### src/rtl/msx_audio_pkg.sv
// Shared types and constants for the MSX audio post-processing stage.
//   AUDIO_W            : external sample width
//   audio_post_state_t : sequencing states of msx_audio_post
//   VOL_UNITY          : volume code giving unity gain (1/8 steps)
package msx_audio_pkg;

   localparam int unsigned AUDIO_W = 16;

   typedef enum logic [2:0] {
      IDLE,
      CAPT,
      DCB,
      LPF,
      VOL,
      SAT
   } audio_post_state_t;

   localparam logic [3:0] VOL_UNITY = 4'd8;

endpackage

### src/rtl/sat_clamp.sv
// Combinational saturating narrow: signed IN_W-bit value -> signed AUDIO_W-bit.
//   value     : signed input, IN_W bits (IN_W > AUDIO_W)
//   clamped_c : value clamped to [-32768, 32767]
module sat_clamp
   import msx_audio_pkg::*;
#(
   parameter int unsigned IN_W = 24
) (
   input  logic signed [IN_W-1:0]    value,
   output logic signed [AUDIO_W-1:0] clamped_c
);

   localparam logic signed [IN_W-1:0] MAX_V = IN_W'(32'sd32767);
   localparam logic signed [IN_W-1:0] MIN_V = IN_W'(-32'sd32768);

   always_comb begin
      clamped_c = value[AUDIO_W-1:0];
      if (value > MAX_V) begin
         clamped_c = 16'sh7fff;
      end else if (value < MIN_V) begin
         clamped_c = 16'sh8000;
      end
   end

endmodule

### src/rtl/msx_audio_post.sv
// Audio post-processing: DC blocker -> one-pole low-pass -> 4-bit volume -> saturate.
//   clk, reset : system clock, async active-high reset
//   ce_sample  : one-clk sample strobe; audio_in captured on it
//   audio_in   : signed 16-bit input sample
//   dcb_en     : enable DC blocker
//   lpf_en     : enable low-pass; lpf_shift is its coefficient k (0 = bypass)
//   volume     : gain in 1/8 steps (8 = unity)
//   audio_out  : processed sample, held between updates
//   out_valid  : one-clk pulse, high during the SAT cycle
//   overrun    : sticky, set when ce_sample arrives while busy
module msx_audio_post
   import msx_audio_pkg::*;
#(
   parameter int unsigned ACC_W     = 20,
   parameter int unsigned DCB_SHIFT = 8
) (
   input  logic                      clk,
   input  logic                      reset,
   input  logic                      ce_sample,
   input  logic signed [AUDIO_W-1:0] audio_in,
   input  logic                      dcb_en,
   input  logic                      lpf_en,
   input  logic [2:0]                lpf_shift,
   input  logic [3:0]                volume,
   output logic signed [AUDIO_W-1:0] audio_out,
   output logic                      out_valid,
   output logic                      overrun
);

   localparam int unsigned PROD_W = ACC_W + 4;

   audio_post_state_t state;

   logic signed [ACC_W-1:0] x, x_prev, y_dcb, l_acc, d, f;

   logic signed [ACC_W-1:0]   dcb_y_c;
   logic signed [ACC_W-1:0]   lpf_diff_c;
   logic signed [ACC_W-1:0]   lpf_l_c;
   logic signed [PROD_W-1:0]  f_ext_c;
   logic signed [PROD_W-1:0]  vol_ext_c;
   logic signed [PROD_W-1:0]  prod_c;
   logic signed [PROD_W-1:0]  v_c;
   logic signed [AUDIO_W-1:0] sat_c;

   // Filter arithmetic; everything wraps at ACC_W bits.
   assign dcb_y_c    = x - x_prev + y_dcb - (y_dcb >>> DCB_SHIFT);
   assign lpf_diff_c = d - l_acc;
   assign lpf_l_c    = l_acc + (lpf_diff_c >>> lpf_shift);

   // Volume scale with 4 guard bits so 15 * full-scale cannot wrap.
   assign f_ext_c   = PROD_W'(f);
   assign vol_ext_c = PROD_W'(volume);
   assign prod_c    = f_ext_c * vol_ext_c;
   assign v_c       = prod_c >>> 3;

   sat_clamp #(.IN_W(PROD_W)) u_sat (
      .value     (v_c),
      .clamped_c (sat_c)
   );

   // Sequencer. audio_in is captured on the strobe edge itself so it only needs
   // to be valid alongside ce_sample. The output registers load on the VOL->SAT
   // edge, so out_valid is high during SAT, 5 clk after the strobe.
   always_ff @(posedge clk or posedge reset) begin
      if (reset) begin
         state     <= IDLE;
         audio_out <= '0;
         out_valid <= 1'b0;
         overrun   <= 1'b0;
         x         <= '0;
         x_prev    <= '0;
         y_dcb     <= '0;
         l_acc     <= '0;
         d         <= '0;
         f         <= '0;
      end else begin
         out_valid <= 1'b0;
         if (ce_sample && (state != IDLE)) begin
            overrun <= 1'b1;
         end
         case (state)
            IDLE: begin
               if (ce_sample) begin
                  x     <= ACC_W'(audio_in);
                  state <= CAPT;
               end
            end
            CAPT: state <= DCB;
            DCB: begin
               if (dcb_en) begin
                  y_dcb  <= dcb_y_c;
                  x_prev <= x;
                  d      <= dcb_y_c;
               end else begin
                  d <= x;
               end
               state <= LPF;
            end
            LPF: begin
               // When bypassed, track d so re-enabling starts without a step.
               if (lpf_en && (lpf_shift != 3'd0)) begin
                  l_acc <= lpf_l_c;
                  f     <= lpf_l_c;
               end else begin
                  l_acc <= d;
                  f     <= d;
               end
               state <= VOL;
            end
            VOL: begin
               audio_out <= sat_c;
               out_valid <= 1'b1;
               state     <= SAT;
            end
            SAT:     state <= IDLE;
            default: state <= IDLE;
         endcase
      end
   end

endmodule

### config.mk
export PLATFORM = sky130hd
export DESIGN_NAME = msx_audio_post
export DESIGN_NICKNAME = d
export VERILOG_FILES = /design/src/rtl/msx_audio_pkg.sv /design/src/rtl/sat_clamp.sv /design/src/rtl/msx_audio_post.sv
export SDC_FILE = /design/constraint.sdc
export NUM_CORES = 1
export LEC_CHECK = 0
export ABC_CLOCK_PERIOD_IN_PS = 7400
export BUFFER_PORTS_ARGS = -buffer_cell sky130_fd_sc_hd__buf_2
export CORE_UTILIZATION = 35
export CTS_CLUSTER_SIZE = 20
export DETAILED_ROUTE_END_ITERATION = 16
export PLACE_DENSITY = 0.48
export SETUP_SLACK_MARGIN = 0.05
export SYNTH_ARGS = -nofsm -noshare
export SYNTH_HDL_FRONTEND = slang
export SYNTH_SLANG_ARGS = --single-unit
### constraint.sdc
create_clock -name clk -period 7.4 [get_ports clk]
set_input_delay 1.48 -clock clk [delete_from_list [all_inputs] [get_ports clk]]
set_output_delay 1.48 -clock clk [all_outputs]
set_load 0.02 [all_outputs]
Word level (Yosys, flattened, before mapping)
Cells that the tools add are included.
Storage, ports and cells
  word-level logic and storage cells: 37
  bits of input ports: 28
  register bits: 113
Operators by class
  equal/unequal tests: 5
  $lt $le $gt $ge: 2
  muxes and demuxes: 7
  $add $sub $neg: 5
  $mul: 1
  shifts and indexed selects: 1
  reductions and logical operators: 7
Operator list (number)
  $mux 20: 2
  $mux 16: 2
  $mul 20x5->24: 1
  $gt 21x16->1 const B: 1
  $lt 21x16->1 const B: 1
  $add 17x20->20: 1
  $add 20x20->20: 1
  $sshr 20x3->20: 1
  $sub 20x12->20: 1
  $sub 20x20->20: 1
  $sub 16x16->17: 1
  $pmux 3 s5: 1
  $eq 3x2->1 const B: 2
  $reduce_bool 3->1: 2
  $reduce_and 2->1: 2
  $eq 3x1->1 const B: 1
  $eq 3x3->1 const B: 1
  $logic_not 3->1: 1
  $mux 3: 1
  $logic_and 1x1->1: 2
  $ne 2x2->1 const B: 1
  $mux 1: 1

Logic depth before layout (Yosys ltp)
  depth after elaboration: 4
  depth in mapped cells: 23

By module
From an unflattened synthesis, not the netlist that was laid out.
Second synthesis, totals
  cell total of the unflattened synthesis: 1332
  area total of the unflattened synthesis: 11830.1 um2
By module, submodules not included
  msx_audio_post: seq. area each 2827.7 um2, area an instance 11516.0 um2, cells an instance 1289, times used 1
  sat_clamp: seq. area each 0.0 um2, area an instance 314.1 um2, cells an instance 43, times used 1

Worst setup path before layout
No wires, ideal clock.
  path kind: input to register
  from: in volume[2]
  to: reg audio_out[11]
  required time: 7.274 ns
  path slack: 1.762 ns
  buffers on the path: 1
  data arrival time: 5.512 ns
  stages on the path: 17
  setup time: 0.126 ns
  cell sequence: clkbuf_1 and2_1 ha_1 fa_1 inv_1 fa_1 inv_1 ha_1 a21oi_2 o21bai_1 a221oi_2 o31ai_4 a21oi_4 o21a_1 mux2i_1 a31oi_2 o32a_1
Between the ends
  longest elaborated chain between the ends: 4
  elaborated cells on any way between the ends: 5
RTL lines
  start, declared: RTL line msx_audio_post.sv:24  | input logic [3:0] volume,
  $mul 20x5->24 (*): RTL line msx_audio_post.sv:53  | assign prod_c = f_ext_c * vol_ext_c;
  $lt 21x16->1: RTL line sat_clamp.sv:20  | end else if (value < MIN_V) begin
  $mux 16: RTL line sat_clamp.sv:20
  $mux 16 (*): RTL line sat_clamp.sv:18  | if (value > MAX_V) begin
  end signal, assigned: RTL line msx_audio_post.sv:111  | audio_out <= sat_c;
  end, declared: RTL line msx_audio_post.sv:25  | output logic signed [AUDIO_W-1:0] audio_out,
Mark *: on every way between the ends. The rest lies on a longest branch, timed or not.
A chain may end at the register's enable or synchronous reset.

Worst setup path after layout
  from: in volume[2]
  to: reg audio_out[10]
Same word-level chain as after synthesis.

==> flow_metrics.tcl <==
set metrics [dict create \
    status "finished clean" \
    mappedNetlistNets 1560 \
    maxCapViolCount 0 \
    cts.clk_slew.worst_paths_ns 0.06 \
    drt_iter0_markers 447 \
    worst_pin_slew_ns 0.796 \
    postRouteAntennaNets 0 \
    dr_total_vias 9318 \
    area_delta_synth_final_pct 10.6 \
    fin_cells 1835 \
    grt_usage 0.188 \
    crit_arrival_ns 6.22 \
    cpMaxStageDelayCell "fa_1" \
    port_buffers 45 \
    grt_pass1_vias 9458 \
    ctsHtreeMaxLevel 4 \
    final_layout_size_suffix_gt1_frac 0.108 \
    cp_max_fo 20 \
    nNetsFinal 1587 \
    syn_inst 1353 \
    num_rows 66 \
    cts.path.max_buffers 2 \
    postCtsHoldBufs 0 \
    synth_seq_cells 113 \
    vias_per_cell 5.08 \
    die_h_um 186 \
    crit_path_end_kind "register" \
    fmax_ghz 0.170 \
    dr.pass1.iters 5 \
    ys_warn_count 0 \
    rsz0062_at_grt "false" \
    highest_layer "met4" \
    fillers 3382 \
    io_pins 46 \
    path_cells "buf_2 -> and2_1 -> ha_1 -> fa_1 -> inv_1 -> fa_1 -> inv_1 -> ha_1 -> a2111oi_1 -> a21oi_1 -> o221ai_2 -> a21oi_1 -> xor2_1 -> nand4_1 -> or3_1 -> a41oi_1" \
    crit_family "adder cells" \
    clock_sinks 113 \
    crit_path_start_kind "primary input" \
    crit_cells 16 \
    coreArea_um2 32900 \
    ctsResizeCount 0 \
    routedWlPerCell_um 16.2 \
    wl_met1_um 14600 \
    die_w_um 186 \
    skew_ns 0.0119 \
    cts_buffers 17 \
    wl_met2_um 14000 \
    ys.flop_type "dfrtp_1" \
    fin_setup_tns_ns 0 \
    grt_overflow 0 \
    num_antenna_cells 0 \
    tritoncts "done" \
    grt_max_degree 63 \
    initial_core_util 0.359 \
    crit_start "volume[2]" \
    r2r-start "l_acc[0]" \
    setup_violations 0 \
    slew_headroom 0.469 \
    wl_um 29800 \
    period_share 0.793 \
    multi_input_area_um2 8250 \
    post-cts-setup-buffers 0 \
    reg2regPathDepth 22 \
    worstHoldPathType "register to register" \
    path_class "primary input to register" \
    whs_path_depth 1 \
    r2r_end "l_acc[19]" \
    root_buffer "clkbuf_16" \
    hold_violations 0 \
    place_inst 1803 \
    route.met3.wl_um 682 \
    utilization 0.397 \
    dp_hpwl_um 23600 \
    r2r_slack_ns 1.58 \
    drc 0 \
    die_area_um2 34600 \
    seq_area_frac_synth 0.239 \
    required_ns 7.75 \
    slowest_delay_ns 0.53 \
    async_flop_share 1.00 \
    cp.buffers_inverters 3 \
    netlist-cell-type-count 78 \
    syn_area_um2 11800 \
    place_congestion 0.827 \
    slew_violations 0 \
    fin_crit_ns 5.87 \
    grt_pass1_wl_um 50100 \
    clkLatencyLatePin_ns 0.44 \
    antenna_found_initial 0 \
    endpoint "audio_out[10]" \
    seqCellArea_um2 2830 \
    syn_area_per_cell_um2 8.75 \
    synth_edf_count 0 \
]
[cells by family (layout without fill, tap and decap cells)]
| family | after synthesis | after routing | synth area share |
|---|---|---|---|
| AO/OA/AOI/OAI | 317 | 317 | 0.175 |
| XOR/XNOR | 73 | 73 | 0.0546 |
| adder cells (fa/ha/maj) | 179 | 179 | 0.239 |
| buffers and inverters | 208 | 248 | 0.0660 |
| flip-flops | 113 | 113 | 0.239 |
| multiplexers | 69 | 69 | 0.0640 |
| AND/OR/NAND/NOR | 394 | 394 | 0.163 |
[area by class of cell]
type / instances / share of cell area
Clock buffer: 19 / 0.0338
Clock inverter: 13 / 0.00860
Inverter: 160 / 0.0461
Multi-Input combinational cell: 1032 / 0.630
Sequential cell: 113 / 0.216
Tap cell: 442 / 0.0422
Timing Repair Buffer: 56 / 0.0235
[synthesized netlist by cell type (14+ instances only)]
master | count | share of area
a21o_1 | 25 | 0.016
nand2_1 | 130 | 0.041
inv_1 | 159 | 0.050
nand3_1 | 32 | 0.014
mux2i_1 | 33 | 0.028
xnor2_1 | 42 | 0.031
and2_1 | 60 | 0.032
a21oi_1 | 81 | 0.034
o21a_1 | 14 | 0.0089
clkbuf_1 | 45 | 0.014
a211oi_1 | 19 | 0.012
xor2_1 | 30 | 0.022
fa_1 | 78 | 0.13
dfrtp_1 | 113 | 0.24
mux2_2 | 34 | 0.032
ha_1 | 101 | 0.11
nor2_1 | 74 | 0.023
o21ai_0 | 85 | 0.036
nor3_1 | 26 | 0.011
[how the worst min path moves through the flow]
stage                   start         to  slack [ns]
finish                overrun    overrun        0.47
global route        x_prev[7]  x_prev[7]        0.51
CTS                   overrun    overrun        0.48
detailed placement    overrun    overrun        0.46
global placement      overrun    overrun        0.46
floorplan           x_prev[4]  x_prev[4]        0.45
[sequential cells by signal (all words and copies together), names as in the netlist]
register,cells
audio_out,16
x_prev,16
state,3
d,20
y_dcb,20
l_acc,20
out_valid,1
x,16
overrun,1
[layout by cell type (no fill, tap or decap), drive strengths merged, types with 7 or more instances in the layout]
cell and count:
a21oi 83, nand3 32, fa 78, ha 101
o21a 14, o21ai 91, mux2 34, nand2b 8
buf 56, a211oi 20, xnor2 42, clkinv 7
and3 8, a31oi 13, nor3 26, and2 60
a21o 25, o32a 9, nor3b 13, o31ai 7
dfrtp 113, xor2 31, nor2 74, inv 162
nor2b 8, or3 12, nand2 130, clkbuf 19
mux2i 33
[layer usage]
| layer | track usage | up-vias |
|---|---|---|
| li1 | - | 4717 |
| met4 | 0.0515 | 0 |
| met2 | 0.309 | 106 |
| met1 | 0.255 | 4463 |
| met5 | 0 | - |
| met3 | 0.0293 | 32 |
[stage by stage]
step | area, µm² | hold slack [ns] | setup slack (ns)
final | 13100 | 0.473 | 1.53
after global placement | 12500 | 0.456 | 1.09
after CTS | 13100 | 0.484 | 1.50
after global routing | 13100 | 0.507 | 1.07
after detailed placement | 12500 | 0.464 | 1.05
after floorplan | 11800 | 0.450 | 1.76
[worst register-to-register path, delay by kind of cell, from the launching register on]
| family | cells | cell delay [ns] |
|---|---|---|
| flip-flops | 1 | 0.48 |
| adder cells (fa/ha/maj) | 3 | 0.78 |
| AND/OR/NAND/NOR | 8 | 1.55 |
| multiplexers | 1 | 0.31 |
| AO/OA/AOI/OAI | 9 | 2.53 |
| buffers and inverters | 1 | 0.07 |
Power is not shown: default switching activity piles up to over one toggle a cycle in this logic, so the estimate is an artifact.
